===== src/rtl/dfdd_pkg.sv =====
// Shared types and widths for the DFDD frame sequencer.
package dfdd_pkg;

  localparam int unsigned PIX_W   = 8;
  localparam int unsigned COORD_W = 16;

  typedef enum logic [1:0] {
    StIdle,
    StRun,
    StDrain,
    StDone
  } state_e;

endpackage


===== src/rtl/dfdd_frame_sequencer_credit_counter.sv =====
// Credit counter bounding in-flight results; saturates at CREDITS and flags over-return.
module dfdd_credit_counter #(
  parameter int unsigned CREDITS = 16,
  localparam int unsigned CW     = $clog2(CREDITS + 1)
) (
  input  logic          clk_i,
  input  logic          rst_n_i,
  input  logic          take_i,
  input  logic          return_i,
  output logic [CW-1:0] credits_o,
  output logic [CW-1:0] credits_next_o,
  output logic          overflow_o
);

  logic [CW-1:0] credits_q, credits_d;
  logic          full, ret_ok;

  assign full       = (credits_q == CW'(CREDITS));
  assign ret_ok     = return_i & ~full;
  assign overflow_o = return_i & full;

  // A return at full credits has no matching result, so it is dropped.
  always_comb begin
    credits_d = credits_q;
    case ({take_i, ret_ok})
      2'b10:   credits_d = credits_q - CW'(1);
      2'b01:   credits_d = credits_q + CW'(1);
      default: ;
    endcase
  end

  always_ff @(posedge clk_i or negedge rst_n_i) begin
    if (!rst_n_i) begin
      credits_q <= CW'(CREDITS);
    end else begin
      credits_q <= credits_d;
    end
  end

  assign credits_o      = credits_q;
  assign credits_next_o = credits_d;

endmodule


===== src/rtl/dfdd_frame_sequencer.sv =====
// Joins rho-plus/rho-minus pixel streams, stamps raster coordinates and issues them
// to the DFDD datapath under credit flow control; drains results before frame done.
module dfdd_frame_sequencer
  import dfdd_pkg::*;
#(
  parameter int unsigned CREDITS = 16,
  localparam int unsigned CW     = $clog2(CREDITS + 1)
) (
  input  logic               clk_i,
  input  logic               rst_n_i,
  input  logic               start_i,
  input  logic [COORD_W-1:0] width_i,
  input  logic [COORD_W-1:0] height_i,
  output logic               busy_o,
  output logic               frame_done_o,
  output logic               err_o,
  input  logic [PIX_W-1:0]   plus_data_i,
  input  logic               plus_valid_i,
  output logic               plus_ready_o,
  input  logic [PIX_W-1:0]   minus_data_i,
  input  logic               minus_valid_i,
  output logic               minus_ready_o,
  output logic [PIX_W-1:0]   dp_rho_plus_o,
  output logic [PIX_W-1:0]   dp_rho_minus_o,
  output logic [COORD_W-1:0] dp_col_o,
  output logic [COORD_W-1:0] dp_row_o,
  output logic               dp_valid_o,
  input  logic               credit_return_i,
  output logic [CW-1:0]      credits_o
);

  state_e             state_q;
  logic [COORD_W-1:0] width_q, height_q, col_q, row_q, dp_col_q, dp_row_q;
  logic [PIX_W-1:0]   dp_plus_q, dp_minus_q;
  logic               dp_valid_q, err_q;
  logic [CW-1:0]      credits, credits_next;
  logic               overflow, run, has_credit, fire, last_col, last_row, dims_ok;

  assign run        = (state_q == StRun);
  assign has_credit = (credits != '0);
  assign fire       = run & plus_valid_i & minus_valid_i & has_credit;
  assign last_col   = (col_q == width_q - COORD_W'(1));
  assign last_row   = (row_q == height_q - COORD_W'(1));
  assign dims_ok    = (width_i != '0) && (height_i != '0);

  // Each side is only accepted together with its partner.
  assign plus_ready_o  = run & has_credit & minus_valid_i;
  assign minus_ready_o = run & has_credit & plus_valid_i;

  dfdd_credit_counter #(
    .CREDITS(CREDITS)
  ) u_credit_counter (
    .clk_i          (clk_i),
    .rst_n_i        (rst_n_i),
    .take_i         (fire),
    .return_i       (credit_return_i),
    .credits_o      (credits),
    .credits_next_o (credits_next),
    .overflow_o     (overflow)
  );

  always_ff @(posedge clk_i or negedge rst_n_i) begin
    if (!rst_n_i) begin
      state_q    <= StIdle;
      width_q    <= '0;
      height_q   <= '0;
      col_q      <= '0;
      row_q      <= '0;
      dp_plus_q  <= '0;
      dp_minus_q <= '0;
      dp_col_q   <= '0;
      dp_row_q   <= '0;
      dp_valid_q <= 1'b0;
      err_q      <= 1'b0;
    end else begin
      dp_valid_q <= fire;
      if (fire) begin
        dp_plus_q  <= plus_data_i;
        dp_minus_q <= minus_data_i;
        dp_col_q   <= col_q;
        dp_row_q   <= row_q;
      end
      if (overflow) err_q <= 1'b1;
      unique case (state_q)
        StIdle: begin
          if (start_i) begin
            if (dims_ok) begin
              width_q  <= width_i;
              height_q <= height_i;
              col_q    <= '0;
              row_q    <= '0;
              state_q  <= StRun;
            end else begin
              err_q <= 1'b1;
            end
          end
        end
        StRun: begin
          if (fire) begin
            if (last_col) begin
              if (last_row) begin
                state_q <= StDrain;
              end else begin
                col_q <= '0;
                row_q <= row_q + COORD_W'(1);
              end
            end else begin
              col_q <= col_q + COORD_W'(1);
            end
          end
        end
        // Look at next-state credits so the final return completes the drain at once.
        StDrain: if (credits_next == CW'(CREDITS)) state_q <= StDone;
        StDone:  state_q <= StIdle;
        default: state_q <= StIdle;
      endcase
    end
  end

  assign busy_o         = (state_q != StIdle);
  assign frame_done_o   = (state_q == StDone);
  assign err_o          = err_q;
  assign dp_rho_plus_o  = dp_plus_q;
  assign dp_rho_minus_o = dp_minus_q;
  assign dp_col_o       = dp_col_q;
  assign dp_row_o       = dp_row_q;
  assign dp_valid_o     = dp_valid_q;
  assign credits_o      = credits;

endmodule


===== config.mk =====
export PLATFORM = sky130hd
export DESIGN_NAME = dfdd_frame_sequencer
export DESIGN_NICKNAME = d
export VERILOG_FILES = /design/src/rtl/dfdd_pkg.sv /design/src/rtl/dfdd_frame_sequencer_credit_counter.sv /design/src/rtl/dfdd_frame_sequencer.sv
export SDC_FILE = /design/constraint.sdc
export NUM_CORES = 1
export LEC_CHECK = 0
export ABC_AREA = 1
export CORE_MARGIN = 8
export CORE_UTILIZATION = 35
export CTS_BUF_LIST = sky130_fd_sc_hd__clkbuf_4 sky130_fd_sc_hd__clkbuf_8
export CTS_CLUSTER_DIAMETER = 100
export CTS_CLUSTER_SIZE = 8
export DETAILED_ROUTE_END_ITERATION = 12
export GPL_ROUTABILITY_DRIVEN = 1
export GPL_TIMING_DRIVEN = 1
export PLACE_DENSITY = 0.6
export SYNTH_ARGS = -nofsm -noshare
export SYNTH_HDL_FRONTEND = slang
export SYNTH_SLANG_ARGS = --single-unit

===== constraint.sdc =====
create_clock -name clk_i -period 9.75 [get_ports clk_i]
set_input_delay 2.925 -clock clk_i [delete_from_list [all_inputs] [get_ports clk_i]]
set_output_delay 2.925 -clock clk_i [all_outputs]
set_load 0.01 [all_outputs]

==> results of run 1 <==
## worst min-delay path, stage by stage (launching register included)
cell	delay (ps)
dfrtp_1	350
nand2_1	50
nand2_1	50
## kinds of logic (layout without fill, tap and decap cells)
group | count (synthesis) | in the layout | synth area share
AO/OA/AOI/OAI | 63 | 63 | 0.0445
XOR/XNOR | 62 | 62 | 0.0757
adder cells (fa/ha/maj) | 13 | 13 | 0.0237
buffers and inverters | 145 | 255 | 0.0819
flip-flops | 121 | 121 | 0.422
multiplexers | 4 | 4 | 0.00628
AND/OR/NAND/NOR | 558 | 558 | 0.346
## layout make-up
cell class | instances | area (µm²)
Fill cell | 2085 | 11200
Sequential cell | 121 | 3030
Timing Repair Buffer | 115 | 1140
Clock buffer | 20 | 256
Tap cell | 270 | 338
Inverter | 108 | 405
Multi-Input combinational cell | 700 | 3560
Clock inverter | 12 | 223
## power breakdown
group | internal [mW] | switching [mW] | leakage (nW) | total, mW
Combinational | 0.363 | 0.546 | 2.48 | 0.909
Clock | 0.338 | 0.212 | 0.237 | 0.550
Sequential | 0.632 | 0.126 | 1.57 | 0.758
## registers in the layout, indices dropped and copies added, names as in the netlist
name,cells
u_credit_counter.credits_o,5
state_q,2
row_q,16
width_q,16
err_o,1
dp_rho_minus_o,8
dp_row_o,16
dp_col_o,16
height_q,16
dp_valid_o,1
col_q,16
dp_rho_plus_o,8
## path summary, 6_finish.rpt
check | to | cells past startpoint | slack [ps] | from
worst max-delay path | minus_ready_o | 4 | 2770 | plus_valid_i
worst min-delay path | dp_row_o[11] | 2 | 480 | dp_row_o[11]
worst max register to register | state_q[1] | 16 | 5600 | state_q[1]
worst min register to register | dp_row_o[11] | 2 | 480 | dp_row_o[11]
max in group asynchronous | height_q[13] | 2 | 5950 | rst_n_i
min in group asynchronous | u_credit_counter.credits_o[2] | 1 | 2620 | rst_n_i
## per-stage QoR
stage               cell area, µm²  utilization  setup WS [ps]
floorplan                     7180            -           3700
global placement              8480        0.420           2770
detailed placement            8480        0.420           2760
CTS                           8950        0.444           2760
global route                  8950        0.444           2710
finish                        8950        0.444           2770
## synthesized netlist by cell type, types with 3 or more instances
cell	count	area (µm²)
dfrtp_1	120	3000
buf_4	5	37.5
xnor2_1	22	193
buf_2	4	20.0
nor4_1	13	81.3
nor2_1	91	342
xor2_1	40	350
o21ai_0	40	200
nand3b_1	9	67.6
nand4_1	28	175
nor2_2	6	37.5
nand2_4	3	33.8
clkbuf_2	7	35.0
mux2_2	4	45.0
nand3_1	56	280
nand3_2	4	40.0
a21oi_1	20	100
or2_2	3	18.8
buf_1	4	15.0
inv_2	3	11.3
nand2_1	310	1160
nand2_2	14	87.6
inv_1	104	390
clkbuf_1	16	60.1
ha_1	12	150
nor3_1	14	70.1
nor2_4	3	33.8
## per-layer routing
| metal | track usage | share of wire |
|---|---|---|
| met1 | 0.193 | 0.46 |
| met2 | 0.259 | 0.49 |
| met3 | 0.0349 | 0.042 |
| met4 | 0.0442 | 0.012 |
| met5 | 0 | 0.00069 |
==> qor.csv, run 1 <==
metric;value;unit
outcome;finished clean;
rsz0062_at_grt;no;
cts_tree;yes;
ys_seq_elements;121;
timing.critical_path.buf_inv;3;
synth-edff-count;0;
vdd_drop_max;0.000104;V
power_leakage;4.29;nW
setup-tns-final;0;ps
layout_min_cycle_time;6980;ps
dp_hpwl;14000;µm
first_pass_iters;5;
diodes;0;
critPathKind;primary input to output port;
dp.cells;1314;
antenna_found_initial;1;
worst_pin_slew;963;ps
final_layout_size_suffix_gt1_frac;0.0743;
cellPowerDensity;248;nW/µm²
layout_commonest_cell;nand2_1;
power.total;2.22;mW
start_util;0.356;
startpoint_type;primary input;
clock_sinks;121;
cts_setup_buffers;0;
setup_viol;0;
max_stage_delay;550;ps
first_global_vias;6203;
holdCritPathClass;flop to flop;
cts_repair_resize_count;0;
yosysWarnings;0;
num_io_pins;113;
netlist_area;7180;µm²
syn_nets;1033;
ctsHoldBuffers;0;
grt_overflow;0;
h-tree-depth;4;
cp_max_fo;2;
cap_violations;0;
track_usage;0.153;
layoutNonFillerInstCount;1346;
dieArea;25300;µm²
drc;0;
cts.clk_slew.worst_paths;70;ps
grt_pass1_wl;32000;µm
coreArea;20200;µm²
area_growth;24.8;%
ys_seq_area_frac;0.422;
die_h;159;µm
slew_violations;0;
cts_made_buffers;17;
wl;18800;µm
rows;52;
path_cells;clkdlybuf4s50_1 > inv_1 > nor2_1 > clkdlybuf4s50_1;
grt_max_degree;76;
clk_root_buffer_cell;clkbuf_8;
place.gp.congestion;0.837;
clock_path_buffers;2;
max_freq;0.143;GHz
skew;18.6;ps
final_cell_mix;nand2_1, dfrtp_1, clkdlybuf4s50_1, inv_1, nor2_1;
holdWs;482;ps
port_buffers;112;
async_flop_share;1.00;
end_kind;output port;
crit_arrival;4060;ps
antenna_left;0;
synthCells;966;
nets;1130;
min_period_over_period;0.716;
crit_required;6830;ps
wire_per_inst;14.0;µm
slowest_stage;clkdlybuf4s50_1;
clk-insertion-delay-late;450;ps
cp_common_cell;clkdlybuf4s50_1;
synth_ff_type;dfrtp_1;
vias_per_cell;4.67;
synth_cell_type_count;38;
vias;6282;
hold_violations;0;
crit_family;buffers and inverters;
drtIter0Drc;380;
synth_area_per_cell;7.43;µm²
slew_headroom;0.358;
chipWidth;159;µm
(Power assumes the default switching activity.)
==> inputs of run 2 (changes only) <==
- clock period: 9.75 -> 6.6 ns (I/O delays scaled with it)
==> run 2 against run 1 <==
Against the previous run: register-to-register slack got worse by 2700 ps; total power rose by 40%; sequential cell count did not move; critical path depth did not move; sequential power rose by 48%; cell area fell by 1.4%; clock power rose by 14%; critical endpoint unchanged; combinational power rose by 49%.
==> qor.csv, run 2 (synthesis gave the netlist of run 1 again) <==
metric;value;unit;change
outcome;finished clean;;
setup-tns-final;0;ps;unchanged
slew_headroom;0.289;;-0.0685
grt_pass1_wl;32200;µm;+0.47%
cts_repair_resize_count;0;;unchanged
end_kind;output port;;
skew;13.0;ps;-5.57 ps
power_leakage;4.24;nW;-1.0%
drc;0;;unchanged
max_freq;0.196;GHz;
cts_tree;yes;;
rows;52;;unchanged
startpoint_type;primary input;;
h-tree-depth;4;;unchanged
layout_commonest_cell;nand2_1;;
nets;1131;;+0.088%
diodes;0;;unchanged
max_stage_delay;540;ps;about the same
hold_violations;0;;unchanged
port_buffers;112;;unchanged
final_cell_mix;nand2_1, dfrtp_1, clkdlybuf4s50_1, inv_1, nor2_1;;
crit_arrival;3110;ps;-950 ps
hold_depth;2;;unchanged
cp_max_fo;2;;unchanged
cts_setup_buffers;0;;unchanged
crit_required;4620;ps;-2210 ps
clock_sinks;121;;unchanged
drtIter0Drc;386;;+1.6%
area_growth;23.1;%;
final_layout_size_suffix_gt1_frac;0.0718;;-0.00259
vias_per_cell;4.69;;+0.38%
dieArea;25300;µm²;unchanged
chipWidth;159;µm;unchanged
clk_root_buffer_cell;clkbuf_8;;
cellPowerDensity;350;nW/µm²;+41%
grt_overflow;0;;unchanged
cts_made_buffers;17;;unchanged
worst_pin_slew;1070;ps;+103 ps
min_period_over_period;0.771;;
vdd_drop_max;0.000166;V;+60%
wl;18900;µm;+0.37%
grt_max_degree;81;;+6.6%
cp_common_cell;clkdlybuf4s50_1;;
power.total;3.09;mW;+40%
track_usage;0.154;;+0.000945
cts.clk_slew.worst_paths;70;ps;about the same
clock_path_buffers;2;;unchanged
r2r_cells;21;;+5
holdCritPathClass;flop to flop;;
rsz0062_at_grt;no;;
ctsHoldBuffers;0;;unchanged
dp_hpwl;14000;µm;-0.47%
place.gp.congestion;0.849;;+1.4%
num_io_pins;113;;unchanged
vias;6292;;+0.16%
path_cells;clkdlybuf4s50_1 > inv_1 > nor2_1 > clkdlybuf4s50_1;;
cap_violations;0;;unchanged
critPathKind;primary input to output port;;
first_pass_iters;5;;unchanged
coreArea;20200;µm²;unchanged
start_util;0.356;;unchanged
die_h;159;µm;unchanged
clk-insertion-delay-late;450;ps;about the same
layout_min_cycle_time;5090;ps;
antenna_left;0;;unchanged
first_global_vias;6301;;+1.6%
wire_per_inst;14.1;µm;+0.59%
antenna_found_initial;1;;unchanged
slowest_stage;clkdlybuf4s50_1;;
slew_violations;0;;unchanged
setup_viol;0;;unchanged
==> run 2: worst max-delay path: cells and delay by family <==
kind / cells / cell delay (ps)
simple gates: 1 / 90
buf+inv: 3 / 1040
==> run 2: final timing paths <==
kind / from / to / slack, ps
max in group asynchronous: rst_n_i / width_q[14] / 3750
min: dp_row_o[11] / dp_row_o[11] / 480
max reg2reg: state_q[1] / state_q[0] / 2890
max: plus_valid_i / minus_ready_o / 1510
min reg2reg: dp_row_o[11] / dp_row_o[11] / 480
min in group asynchronous: rst_n_i / u_credit_counter.credits_o[1] / 1730
==> run 2: power by group <==
part           switching (mW)  internal [mW]
registers               0.186          0.934
clock network           0.291          0.334
logic                   0.811          0.539
==> run 2: cell type report <==
cell class,instances,area (µm²)
Clock buffer,24,305
Clock inverter,4,45.0
Fill cell,2064,11300
Inverter,108,405
Multi-Input combinational cell,700,3560
Sequential cell,121,3030
Tap cell,270,338
Timing Repair Buffer,116,1150
==> run 2: routing by layer <==
layer,up-vias,track usage,wire (µm)
met5,-,0,13
met4,2,0.0459,239
met3,23,0.0359,774
met2,124,0.261,9170
met1,2907,0.192,8720
li1,3236,-,-
==> run 2: per-stage QoR <==
stage / cell area [µm²] / utilization / setup WS, ps / std cells / hold WS [ps]
2_1_floorplan: 7180 / - / 2280 / 966 / 473
4_1_cts: 8830 / 0.438 / 1510 / 1343 / 482
5_1_grt: 8830 / 0.438 / 1460 / 1343 / 504
6_report: 8830 / 0.438 / 1510 / 1343 / 479
3_5_place_dp: 8480 / 0.421 / 1510 / 1315 / 461
3_3_place_gp: 8480 / 0.421 / 1510 / 1315 / 461
